[src/rtl/imem_loader_pkg.sv]
// imem_loader_pkg: shared definitions for the instruction-memory boot loader.
//   - 3-bit state encoding (localparams plus the matching enum type)
//   - SRAM byte-enable constants
package imem_loader_pkg;

  localparam logic [2:0] ST_IDLE  = 3'd0;
  localparam logic [2:0] ST_RECV  = 3'd1;
  localparam logic [2:0] ST_WRITE = 3'd2;
  localparam logic [2:0] ST_READ  = 3'd3;
  localparam logic [2:0] ST_DRAIN = 3'd4;
  localparam logic [2:0] ST_CMP   = 3'd5;
  localparam logic [2:0] ST_DONE  = 3'd6;

  typedef enum logic [2:0] {
    S_IDLE  = ST_IDLE,
    S_RECV  = ST_RECV,
    S_WRITE = ST_WRITE,
    S_READ  = ST_READ,
    S_DRAIN = ST_DRAIN,
    S_CMP   = ST_CMP,
    S_DONE  = ST_DONE
  } state_t;

  localparam logic [3:0] BE_ALL  = 4'b1111;
  localparam logic [3:0] BE_NONE = 4'b0000;

endpackage

[src/rtl/imem_loader_word_pack.sv]
// loader_word_pack: assembles a byte stream into little-endian 32-bit words.
// Ports:
//   clk, rst_n   clock, synchronous active-low reset
//   clear        discard any partial word and restart at lane 0
//   in_valid     a byte is accepted this cycle
//   in_data      the accepted byte
//   word_next    current partial word with in_data inserted at the active lane
//   word_full    the accepted byte completes a word (word_next is the full word)
module loader_word_pack (
  input  logic        clk,
  input  logic        rst_n,
  input  logic        clear,
  input  logic        in_valid,
  input  logic [7:0]  in_data,
  output logic [31:0] word_next,
  output logic        word_full
);

  logic [1:0]  byte_idx;
  logic [31:0] word_q;

  always_comb begin
    word_next = word_q;
    case (byte_idx)
      2'd0: word_next[7:0]   = in_data;
      2'd1: word_next[15:8]  = in_data;
      2'd2: word_next[23:16] = in_data;
      default: word_next[31:24] = in_data;
    endcase
  end

  assign word_full = in_valid && (byte_idx == 2'd3);

  always_ff @(posedge clk) begin
    if (!rst_n || clear) begin
      byte_idx <= 2'd0;
      word_q   <= '0;
    end else if (in_valid) begin
      byte_idx <= byte_idx + 2'd1;
      word_q   <= word_next;
    end
  end

endmodule

[src/rtl/imem_loader.sv]
// imem_loader: boot-time writer for the instruction SRAM. Receives a byte
// stream, writes little-endian words, reads them back, verifies an additive
// checksum and releases the core reset only on a verified image.
// Ports:
//   CLK, RSTn            clock, synchronous active-low reset
//   START                one-cycle load request (honoured in IDLE/DONE only)
//   WORD_CNT, CHECKSUM   load size and expected sum, sampled on START
//   S_VALID/S_DATA/S_READY  byte stream handshake
//   MEM_*                single-port SRAM interface (read data 1 cycle late)
//   BUSY, DONE, ERR      status; DONE and ERR sticky until next START
//   CORE_RSTn            core reset, released when DONE=1 and ERR=0
//
// state   | meaning
// IDLE    | waiting for START after reset
// RECV    | accepting stream bytes for the current word
// WRITE   | one-cycle SRAM write of the assembled word
// READ    | one read per cycle over the loaded range
// DRAIN   | absorb the final read word into the accumulator
// CMP     | compare accumulator with the expected checksum
// DONE    | load finished; status held until next START
module imem_loader
  import imem_loader_pkg::*;
#(
  parameter int AWIDTH = 10,
  parameter int SIZE   = 1024
) (
  input  logic              CLK,
  input  logic              RSTn,
  input  logic              START,
  input  logic [AWIDTH:0]   WORD_CNT,
  input  logic [31:0]       CHECKSUM,
  input  logic              S_VALID,
  input  logic [7:0]        S_DATA,
  output logic              S_READY,
  output logic              MEM_CSN,
  output logic              MEM_WEN,
  output logic [3:0]        MEM_BE,
  output logic [31:0]       MEM_ADDR,
  output logic [31:0]       MEM_DI,
  input  logic [31:0]       MEM_DOUT,
  output logic              BUSY,
  output logic              DONE,
  output logic              ERR,
  output logic              CORE_RSTn
);

  localparam logic [AWIDTH:0] SIZE_W = (AWIDTH+1)'(SIZE);

  function automatic logic [31:0] word_addr(input logic [AWIDTH-1:0] idx);
    logic [31:0] a;
    a = '0;
    a[AWIDTH+1:2] = idx;
    return a;
  endfunction

  state_t            state;
  logic [AWIDTH:0]   cnt;
  logic [31:0]       chk;
  logic [AWIDTH-1:0] word_idx;
  logic [31:0]       acc;
  logic              rd_valid;

  logic              start_go;
  logic              byte_acc;
  logic [31:0]       word_next;
  logic              word_full;
  logic [AWIDTH:0]   cnt_m1;
  logic              last_word;

  assign start_go  = START && (state == S_IDLE || state == S_DONE);
  // S_READY is only ever high while in RECV, so this is the whole accept term.
  assign byte_acc  = S_VALID && S_READY;
  assign cnt_m1    = cnt - 1'b1;
  assign last_word = ({1'b0, word_idx} == cnt_m1);

  loader_word_pack u_pack (
    .clk       (CLK),
    .rst_n     (RSTn),
    .clear     (start_go),
    .in_valid  (byte_acc),
    .in_data   (S_DATA),
    .word_next (word_next),
    .word_full (word_full)
  );

  always_ff @(posedge CLK) begin
    if (!RSTn) begin
      state     <= S_IDLE;
      cnt       <= '0;
      chk       <= '0;
      word_idx  <= '0;
      acc       <= '0;
      rd_valid  <= 1'b0;
      S_READY   <= 1'b0;
      MEM_CSN   <= 1'b1;
      MEM_WEN   <= 1'b1;
      MEM_BE    <= BE_NONE;
      MEM_ADDR  <= '0;
      MEM_DI    <= '0;
      BUSY      <= 1'b0;
      DONE      <= 1'b0;
      ERR       <= 1'b0;
      CORE_RSTn <= 1'b0;
    end else begin
      // Read data returns one cycle after the access, so accumulate one cycle late.
      rd_valid <= (state == S_READ);
      if (rd_valid) acc <= acc + MEM_DOUT;

      case (state)
        S_IDLE, S_DONE: begin
          if (state == S_DONE) CORE_RSTn <= ~ERR;
          if (START) begin
            cnt       <= WORD_CNT;
            chk       <= CHECKSUM;
            DONE      <= 1'b0;
            ERR       <= 1'b0;
            word_idx  <= '0;
            acc       <= '0;
            CORE_RSTn <= 1'b0;
            if (WORD_CNT > SIZE_W) begin
              ERR   <= 1'b1;
              DONE  <= 1'b1;
              state <= S_DONE;
            end else if (WORD_CNT == '0) begin
              BUSY  <= 1'b1;
              state <= S_CMP;
            end else begin
              BUSY    <= 1'b1;
              S_READY <= 1'b1;
              state   <= S_RECV;
            end
          end
        end

        S_RECV: begin
          if (word_full) begin
            S_READY  <= 1'b0;
            MEM_CSN  <= 1'b0;
            MEM_WEN  <= 1'b0;
            MEM_BE   <= BE_ALL;
            MEM_ADDR <= word_addr(word_idx);
            MEM_DI   <= word_next;
            state    <= S_WRITE;
          end
        end

        S_WRITE: begin
          MEM_BE  <= BE_NONE;
          MEM_WEN <= 1'b1;
          if (last_word) begin
            word_idx <= '0;
            MEM_CSN  <= 1'b0;
            MEM_ADDR <= '0;
            state    <= S_READ;
          end else begin
            word_idx <= word_idx + 1'b1;
            MEM_CSN  <= 1'b1;
            S_READY  <= 1'b1;
            state    <= S_RECV;
          end
        end

        S_READ: begin
          if (last_word) begin
            MEM_CSN <= 1'b1;
            state   <= S_DRAIN;
          end else begin
            word_idx <= word_idx + 1'b1;
            MEM_ADDR <= word_addr(word_idx + 1'b1);
          end
        end

        S_DRAIN: state <= S_CMP;

        S_CMP: begin
          ERR   <= (acc != chk);
          DONE  <= 1'b1;
          BUSY  <= 1'b0;
          state <= S_DONE;
        end

        default: state <= S_IDLE;
      endcase
    end
  end

endmodule

[config.mk]
export PLATFORM = sky130hd
export DESIGN_NAME = imem_loader
export DESIGN_NICKNAME = d
export VERILOG_FILES = /design/src/rtl/imem_loader_pkg.sv /design/src/rtl/imem_loader_word_pack.sv /design/src/rtl/imem_loader.sv
export SDC_FILE = /design/constraint.sdc
export NUM_CORES = 1
export LEC_CHECK = 0
export ABC_AREA = 1
export BUFFER_PORTS_ARGS = -buffer_cell sky130_fd_sc_hd__buf_2
export CAP_MARGIN = 5
export CORE_MARGIN = 2
export CORE_UTILIZATION = 47
export DETAILED_ROUTE_END_ITERATION = 12
export PLACE_DENSITY_LB_ADDON = 0.2
export SLEW_MARGIN = 0
export SYNTH_ARGS = -nofsm -noshare
export SYNTH_HDL_FRONTEND = slang
export SYNTH_SLANG_ARGS = --single-unit
[constraint.sdc]
create_clock -name CLK -period 2.6 [get_ports CLK]
set_input_delay 0.13 -clock CLK [delete_from_list [all_inputs] [get_ports CLK]]
set_output_delay 0.13 -clock CLK [all_outputs]
set_load 0.05 [all_outputs]
==> results.md, run 1 <==
- Result of the run: finished clean
- Setup repair after global routing missed its margin: no
- YS warnings: 0
- TritonCTS clock tree: yes
- Share of final-layout standard cells stronger than drive strength 1: 0.128
- Global router's overall resource usage: 0.249
- Number of antenna violations at the first check in global routing: 2
- Cell at the root of the clock tree: sky130_fd_sc_hd__clkbuf_16
- Source-to-sink clock delay at the later pin of the worst-skew pair: 0.44 ns
- Layout Area Growth over Synthesis: 18.2%
- GRT overflow: 0
- Maximum frequency from static timing analysis: ~0.44 GHz
- Capture point of the worst reg-to-reg path: MEM_ADDR[10]$_SDFFE_PN0P_
- Data arrival time of the critical path: 2.62 ns
- Synthesized netlist cell count: approximately 1500
- Area of the die: 22100 sq um
- Termination of the worst setup path: MEM_ADDR[10]$_SDFFE_PN0P_
- Startpoint type of the worst setup path: register
- Combinational share of power: 0.385
- Die boundary height: 149 microns
- Area of the mapped netlist: 9850 sq um
- Via count of the first global-routing pass: ~9000
- Number of slew-limit violations in the final report: 0
- Total vias in the final route: around 9700
- Hold Crit Class: in -> reg
- Switching power of the nets: 4.31 mW
- Post-route total power: 10.2 mW
- GP Congestion: 0.929
- Wire length of the first global-routing pass: 44.3 mm
- Detail Route Antenna Nets: 0
- Number of design rule violations left after detail routing: 0
- CORE AREA: roughly 20000 sq um
- Total number of clock tree sinks: roughly 170
- Share of the synthesized area in the top cell type: 0.351
- Post-route clock skew: around 0.014 ns
- Final HPWL DP: 19.2 mm
- H-tree levels: 4
- Flop2flop setup slack: roughly 0.31 ns
- Setup crit start: cnt[0]$_SDFFE_PN0P_
- Count of different cell masters after synthesis: 42
- Post-cts sizing count: 0
- Portion of the post-synthesis area used by sequential elements: 0.351
- Number of I/O port buffers: 139
- Portion of total power attributed to the clock network: 0.278
- Cell depth of the worst flop-to-flop path: 11
- Count of routing violations after the opening detailed-route iteration: 696
- Pin count of the biggest net entering global routing: 90
- Setup repair bufs after CTS: 0
- Crit Path Category: reg -> reg
- Yosys top cell by area: sky130_fd_sc_hd__dfxtp_1
- Net count reported at finish: ~1800
- Most frequent standard cell in the layout excluding fill and tap cells: sky130_fd_sc_hd__nor2_1
- Fillers: 2021
- Biggest fanout along the worst timing path: 19
- Ports placed on the boundary: 162
- Wire length after detailed routing: roughly 27 mm
- Fraction of the cycle the final worst path needs: 0.879
- Width of the chip: 149 microns
- Area of the multi-input gates: 5480 sq um
- Number of vias per cell after detailed routing: between 5 and 6
- Commonest cells after routing, fill and taps aside: sky130_fd_sc_hd__nor2_1 (347), sky130_fd_sc_hd__nand2_1 (228), sky130_fd_sc_hd__dfxtp_1 (173), sky130_fd_sc_hd__o21ai_0 (164), sky130_fd_sc_hd__inv_1 (143)
- Maximum vdd ir drop: 0.000526 V
- TritonCTS buffer count: 17
- Setup crit end kind: register
- Fin crit period: 2.29 ns
- Final Hold Vio Count: 0
- Post-synthesis register bit count: 173
- Max-cap violation count: 0
- Slew at the pin with the worst max-slew slack: 0.801 ns
- Min-delay src: CHECKSUM[2]
- Final setup viols: 0
- Number of antenna repair diodes: 0
- Internal power: 5.86 mW
- FP Rows: 52
- Clock slew at reported path FFs: 0.08 ns
- Placed cell count: 1851
- Top cells by area, synth: sky130_fd_sc_hd__dfxtp_1 (35%), sky130_fd_sc_hd__nor2_1 (13%), sky130_fd_sc_hd__nand2_1 (8.7%), sky130_fd_sc_hd__o21ai_0 (8.3%), sky130_fd_sc_hd__inv_1 (5.4%)
- Effective utilization at floorplan: 0.482
- Accumulated negative setup slack: 0 ns
- Standby leakage power: 5.43 nW
- Worst slew margin: 0.466
- Part of the total power dissipated in sequential elements: 0.337
- PwrDens: 873 nW/um^2
- Average footprint of a synthesized cell: 6.63 sq um
- Switching part of the total power: 0.423
- Non-filler instance count after layout: 1916
- Total area of sequential cells: around 3500 sq um
- Clock buffer depth: 2
- Routed len/inst: 14.1 microns
- Critical path data required time: 2.93 ns
- Detailed-routing iteration count for the pre-antenna-repair pass: 5
- Post-cts hold buffer count: 33
- Worst R2R Start: cnt[0]$_SDFFE_PN0P_
metrics by stage:
step	hold slack, ns	worst slack (ns)	cell area, sq um	util
CTS	0.00322	0.332	11600	0.570
global route	0.0341	0.00213	11600	0.570
finish	0.000189	0.314	11600	0.570
global placement	0.379	0.434	10700	0.522
detailed placement	0.385	0.350	10700	0.522
floorplan	0.297	0.594	9930	-
state kept, by name, summed over array words and instances, names as in the netlist, 3 cells and up:
register and count:
MEM_DI 32, acc 32, chk 32, u_pack.word_q 32, MEM_ADDR 10, word_idx 10, state 3, cnt 11
metal layers:
layer | part of all wire | vias to the layer above | global-route usage | wire (microns)
met4 | 0.014 | 4 | 0.0671 | 369
met1 | 0.48 | 4391 | 0.339 | 13000
met5 | 0.00089 | - | 0 | 24
met3 | 0.046 | 34 | 0.0349 | 1240
met2 | 0.46 | 234 | 0.417 | 12500
li1 | - | 5040 | - | -
cells by family (layout without fill, tap and decap cells):
| family | after synthesis | count (layout) | share of synthesized area |
|---|---|---|---|
| AOI/OAI and AO/OA | 303 | 303 | 0.163 |
| xor gates and xnor gates | 54 | 54 | 0.0480 |
| adders and majority gates | 39 | 39 | 0.0503 |
| buffers and inverters | 230 | 368 | 0.100 |
| DFF | 173 | 173 | 0.351 |
| other | 1 | 22 | 0.000381 |
| and+or+nand+nor | 687 | 687 | 0.286 |
worst max-delay path: stages, from the launching register on:
cell and delay (ns):
sky130_fd_sc_hd__dfxtp_1 0.37, sky130_fd_sc_hd__inv_2 0.08, sky130_fd_sc_hd__ha_1 0.30, sky130_fd_sc_hd__or2_1 0.29
sky130_fd_sc_hd__nand3_2 0.07, sky130_fd_sc_hd__nand2_2 0.07, sky130_fd_sc_hd__nor3_4 0.23, sky130_fd_sc_hd__nand3_4 0.21
sky130_fd_sc_hd__nand2_2 0.13, sky130_fd_sc_hd__nand3_4 0.19, sky130_fd_sc_hd__nor2_1 0.17, sky130_fd_sc_hd__nor2_1 0.06
synth_stat cells, drive strengths merged:
library cell	instances
a21boi	1
a21o	4
a21oi	106
a22o	1
a22oi	1
a31oi	1
buf	41
clkbuf	40
clkinv	1
conb	1
dfxtp	173
fa	1
ha	38
inv	148
nand2	233
nand3	58
nand4	14
nor2	355
nor3	15
nor3b	2
nor4	6
o2111ai	11
o211ai	6
o21a	1
o21ai	164
o21bai	3
o22ai	4
or2	4
xnor2	20
xor2	34
worst min path at each step:
stage                            to  slack [ns]  depth (start not counted)
2_1_floorplan   chk[0]$_SDFFE_PN0P_        0.30                          2
3_3_place_gp   chk[21]$_SDFFE_PN0P_        0.38                          3
3_5_place_dp   chk[10]$_SDFFE_PN0P_        0.39                          3
4_1_cts         cnt[5]$_SDFFE_PN0P_       0.003                          3
5_1_grt         cnt[9]$_SDFFE_PN0P_        0.03                          3
6_report        chk[2]$_SDFFE_PN0P_      0.0002                          3
layout make-up:
class                      instances  share of cell area
inverter                         149              0.0480
clock inverter                    15              0.0194
tap                              270              0.0290
multi-input combinational       1105               0.471
clock buffer                      17              0.0365
sequential                       173               0.297
timing repair buffer             187              0.0989
power groups by stage:
stage / clock network, mW / registers (mW) / logic [mW]
2_1_floorplan: 0 / 3.76 / 2.70
4_1_cts: 2.87 / 3.43 / 3.91
3_3_place_gp: 0 / 3.48 / 3.81
6_report: 2.83 / 3.43 / 3.91
5_1_grt: 2.97 / 3.48 / 4.43
3_5_place_dp: 0 / 3.49 / 3.84
Note: power is estimated with default switching activity, not from simulation.
==> inputs of run 2 (changes only) <==
- SETUP_SLACK_MARGIN: not set -> 0.4
==> run 2 against run 1 <==
Against the previous run:
- the run now ends with hold timing left
- critical endpoint is now acc[25]$_SDFF_PN0_
- hold slack got worse by 0.0014 ns
- register-to-register slack improved by 0.21 ns
- flip-flop and latch count is the same
- die area did not move
- largest cell class unchanged
- non-clock buffer count increased by 4
- setup slack better by 0.21 ns
- cell count grew 0.31%
- highest routed layer unchanged
- clock skew about the same
- critical path depth unchanged
==> results.md, run 2 (synthesized netlist as in run 1, its figures left out) <==
- Maximum frequency from static timing analysis: between 0.4 and 0.5 GHz
- Min-delay src: CHECKSUM[2]
- Commonest cells after routing, fill and taps aside: sky130_fd_sc_hd__nor2_1 (343), sky130_fd_sc_hd__nand2_1 (224), sky130_fd_sc_hd__dfxtp_1 (171), sky130_fd_sc_hd__o21ai_0 (160), sky130_fd_sc_hd__inv_1 (143)
- Standby leakage power: 5.46 nW
- Critical path data required time: 2.93 ns
- Fillers: 1989
- Maximum vdd ir drop: 0.000526 V
- Accumulated negative setup slack: 0 ns
- GRT overflow: 0
- Result of the run: finished, violations left
- Share of final-layout standard cells stronger than drive strength 1: 0.148
- Data arrival time of the critical path: 2.40 ns
- Number of I/O port buffers: 139
- Width of the chip: between 100 and 150 microns
- Global router's overall resource usage: 0.251
- Total area of sequential cells: about 3500 sq um
- Detail Route Antenna Nets: 0
- Hold Crit Class: in -> reg
- Fin crit period: about 2.1 ns
- Area of the die: 22100 sq um
- Capture point of the worst reg-to-reg path: acc[25]$_SDFF_PN0_
- Fraction of the cycle the final worst path needs: 0.797
- Final HPWL DP: around 19 mm
- Detailed-routing iteration count for the pre-antenna-repair pass: 5
- Clock slew at reported path FFs: 0.07 ns
- CORE AREA: 20400 sq um
- Setup repair after global routing missed its margin: yes
- TritonCTS clock tree: yes
- Ports placed on the boundary: ~160
- Hold path depth: 3
- Final Hold Vio Count: 1
- Cell depth of the worst flop-to-flop path: 11
- Effective utilization at floorplan: 0.482
- Number of antenna violations at the first check in global routing: 2
- Number of antenna repair diodes: 0
- Non-filler instance count after layout: between 1500 and 2000
- Wire length of the first global-routing pass: 44.5 mm
- Pin count of the biggest net entering global routing: 90
- Max-cap violation count: 0
- H-tree levels: 4
- Net count reported at finish: 1765
- FP Rows: 52
- Core occupancy in the finished layout: 0.581
- Layout Area Growth over Synthesis: 20.4%
- Total number of clock tree sinks: between 150 and 200
- Die boundary height: 149 microns
- Number of vias per cell after detailed routing: between 5 and 6
- End point of the worst hold path: chk[2]$_SDFFE_PN0P_
- Number of slew-limit violations in the final report: 0
- Count of routing violations after the opening detailed-route iteration: 693
- Most frequent standard cell in the layout excluding fill and tap cells: sky130_fd_sc_hd__nor2_1
- Wire length after detailed routing: 27.7 mm
- Startpoint type of the worst setup path: register
- Worst hold slack: -0.00120 ns
- Via count of the first global-routing pass: 9049
- Final setup viols: 0
- Violations in the final reports: hold timing
- Total vias in the final route: a little under 10000
- Setup crit end kind: register
- Clock buffer depth: 2
- Area of the multi-input gates: 5660 sq um
- Biggest fanout along the worst timing path: 4
- Cell at the root of the clock tree: sky130_fd_sc_hd__clkbuf_16
- Routed len/inst: 14.4 microns
- GP Congestion: 0.929
- Post-route clock skew: 0.0147 ns
- Flop2flop setup slack: 0.53 ns
- Worst R2R Start: acc[2]$_SDFF_PN0_
- Slew at the pin with the worst max-slew slack: 0.809 ns
- Placed cell count: 1851
- Source-to-sink clock delay at the later pin of the worst-skew pair: around 0.44 ns
- Worst slew margin: 0.460
- TritonCTS buffer count: 17
- Crit Path Category: reg -> reg
- PwrDens: 877 nW/um^2
- Number of design rule violations left after detail routing: 0
run 2: changes by cell type in the layout (fill, tap and decap cells not counted), moves of 3 or more:
cell	delta
sky130_fd_sc_hd__ha_2	+6
sky130_fd_sc_hd__ha_1	-9
sky130_fd_sc_hd__nor2_4	+3
sky130_fd_sc_hd__a21oi_1	-5
sky130_fd_sc_hd__ha_4	+3
sky130_fd_sc_hd__buf_4	+3
sky130_fd_sc_hd__a21oi_2	+4
sky130_fd_sc_hd__nand2_1	-4
sky130_fd_sc_hd__o21ai_1	+4
sky130_fd_sc_hd__nor2_1	-4
sky130_fd_sc_hd__o21ai_0	-4
run 2: cell type report:
cell class / count / area share
flip-flops and latches: 173 / 0.292
clock buffers: 17 / 0.0359
clock inverters: 15 / 0.0191
multi-input cells: 1107 / 0.477
inverters: 149 / 0.0474
well taps: 270 / 0.0285
repair buffers: 191 / 0.0999
run 2: worst max-delay path, cell delays in order (launching register included):
cell                       delay, ns
sky130_fd_sc_hd__dfxtp_1        0.33
sky130_fd_sc_hd__ha_1           0.33
sky130_fd_sc_hd__a21oi_1        0.15
sky130_fd_sc_hd__nand2_1        0.14
sky130_fd_sc_hd__a21oi_2        0.25
sky130_fd_sc_hd__o21bai_1       0.18
sky130_fd_sc_hd__nand3_1        0.11
sky130_fd_sc_hd__nand3_1        0.14
sky130_fd_sc_hd__nand2_1        0.09
sky130_fd_sc_hd__nand2_1        0.05
sky130_fd_sc_hd__o21ai_0        0.14
sky130_fd_sc_hd__inv_1          0.06
run 2: how the worst max path moves through the flow:
| stage | end | startpoint | cells after the start | slack, ns |
|---|---|---|---|---|
| 2_1_floorplan | MEM_ADDR[10]$_SDFFE_PN0P_ | cnt[0]$_SDFFE_PN0P_ | 12 | 0.59 |
| 3_5_place_dp | MEM_ADDR[2]$_SDFFE_PN0P_ | cnt[0]$_SDFFE_PN0P_ | 12 | 0.35 |
| 4_1_cts | MEM_ADDR[10]$_SDFFE_PN0P_ | cnt[0]$_SDFFE_PN0P_ | 11 | 0.41 |
| 3_3_place_gp | MEM_ADDR[11]$_SDFFE_PN0P_ | cnt[0]$_SDFFE_PN0P_ | 12 | 0.43 |
| 6_report | acc[25]$_SDFF_PN0_ | acc[2]$_SDFF_PN0_ | 11 | 0.53 |
| 5_1_grt | acc[21]$_SDFF_PN0_ | acc[2]$_SDFF_PN0_ | 11 | 0.36 |
run 2: repair_timing:
| action | 4_1_cts | 5_1_grt |
|---|---|---|
| hold buffers | 33 | 0 |
| cloned | 1 | 1 |
| pin swaps | 2 | 6 |
| hold endpoints to repair | 33 | 0 |
| gates resized for setup | 2 | 42 |
| setup endpoints to repair | 11 | 81 |
| setup buffers | 2 | 2 |
run 2: stage by stage:
stage,setup WS [ns],power (mW),hold slack (ns),instance area (sq um)
final,0.528,10.4,-0.00120,11900
after global routing,0.362,11.1,0.0342,11900
after CTS,0.415,10.2,0.00322,11700
after detailed placement,0.350,7.32,0.385,10700
after global placement,0.434,7.28,0.379,10700
after floorplan,0.594,6.46,0.297,9930
run 2: metal layers:
layer,global-route usage,share of wire,wire [microns],vias up
met5,0,0.00087,24,-
met4,0.0748,0.018,499,4
met3,0.0358,0.048,1320,43
met2,0.418,0.46,12800,259
met1,0.340,0.47,13000,4416
li1,-,-,-,5062
run 2: where the power goes:
| part | internal, mW | total [mW] | switching (mW) |
|---|---|---|---|
| registers | 3.09 | 3.44 | 0.351 |
| logic | 1.30 | 4.13 | 2.83 |
| clock network | 1.57 | 2.83 | 1.26 |
| total | 5.96 | 10.4 | 4.44 |
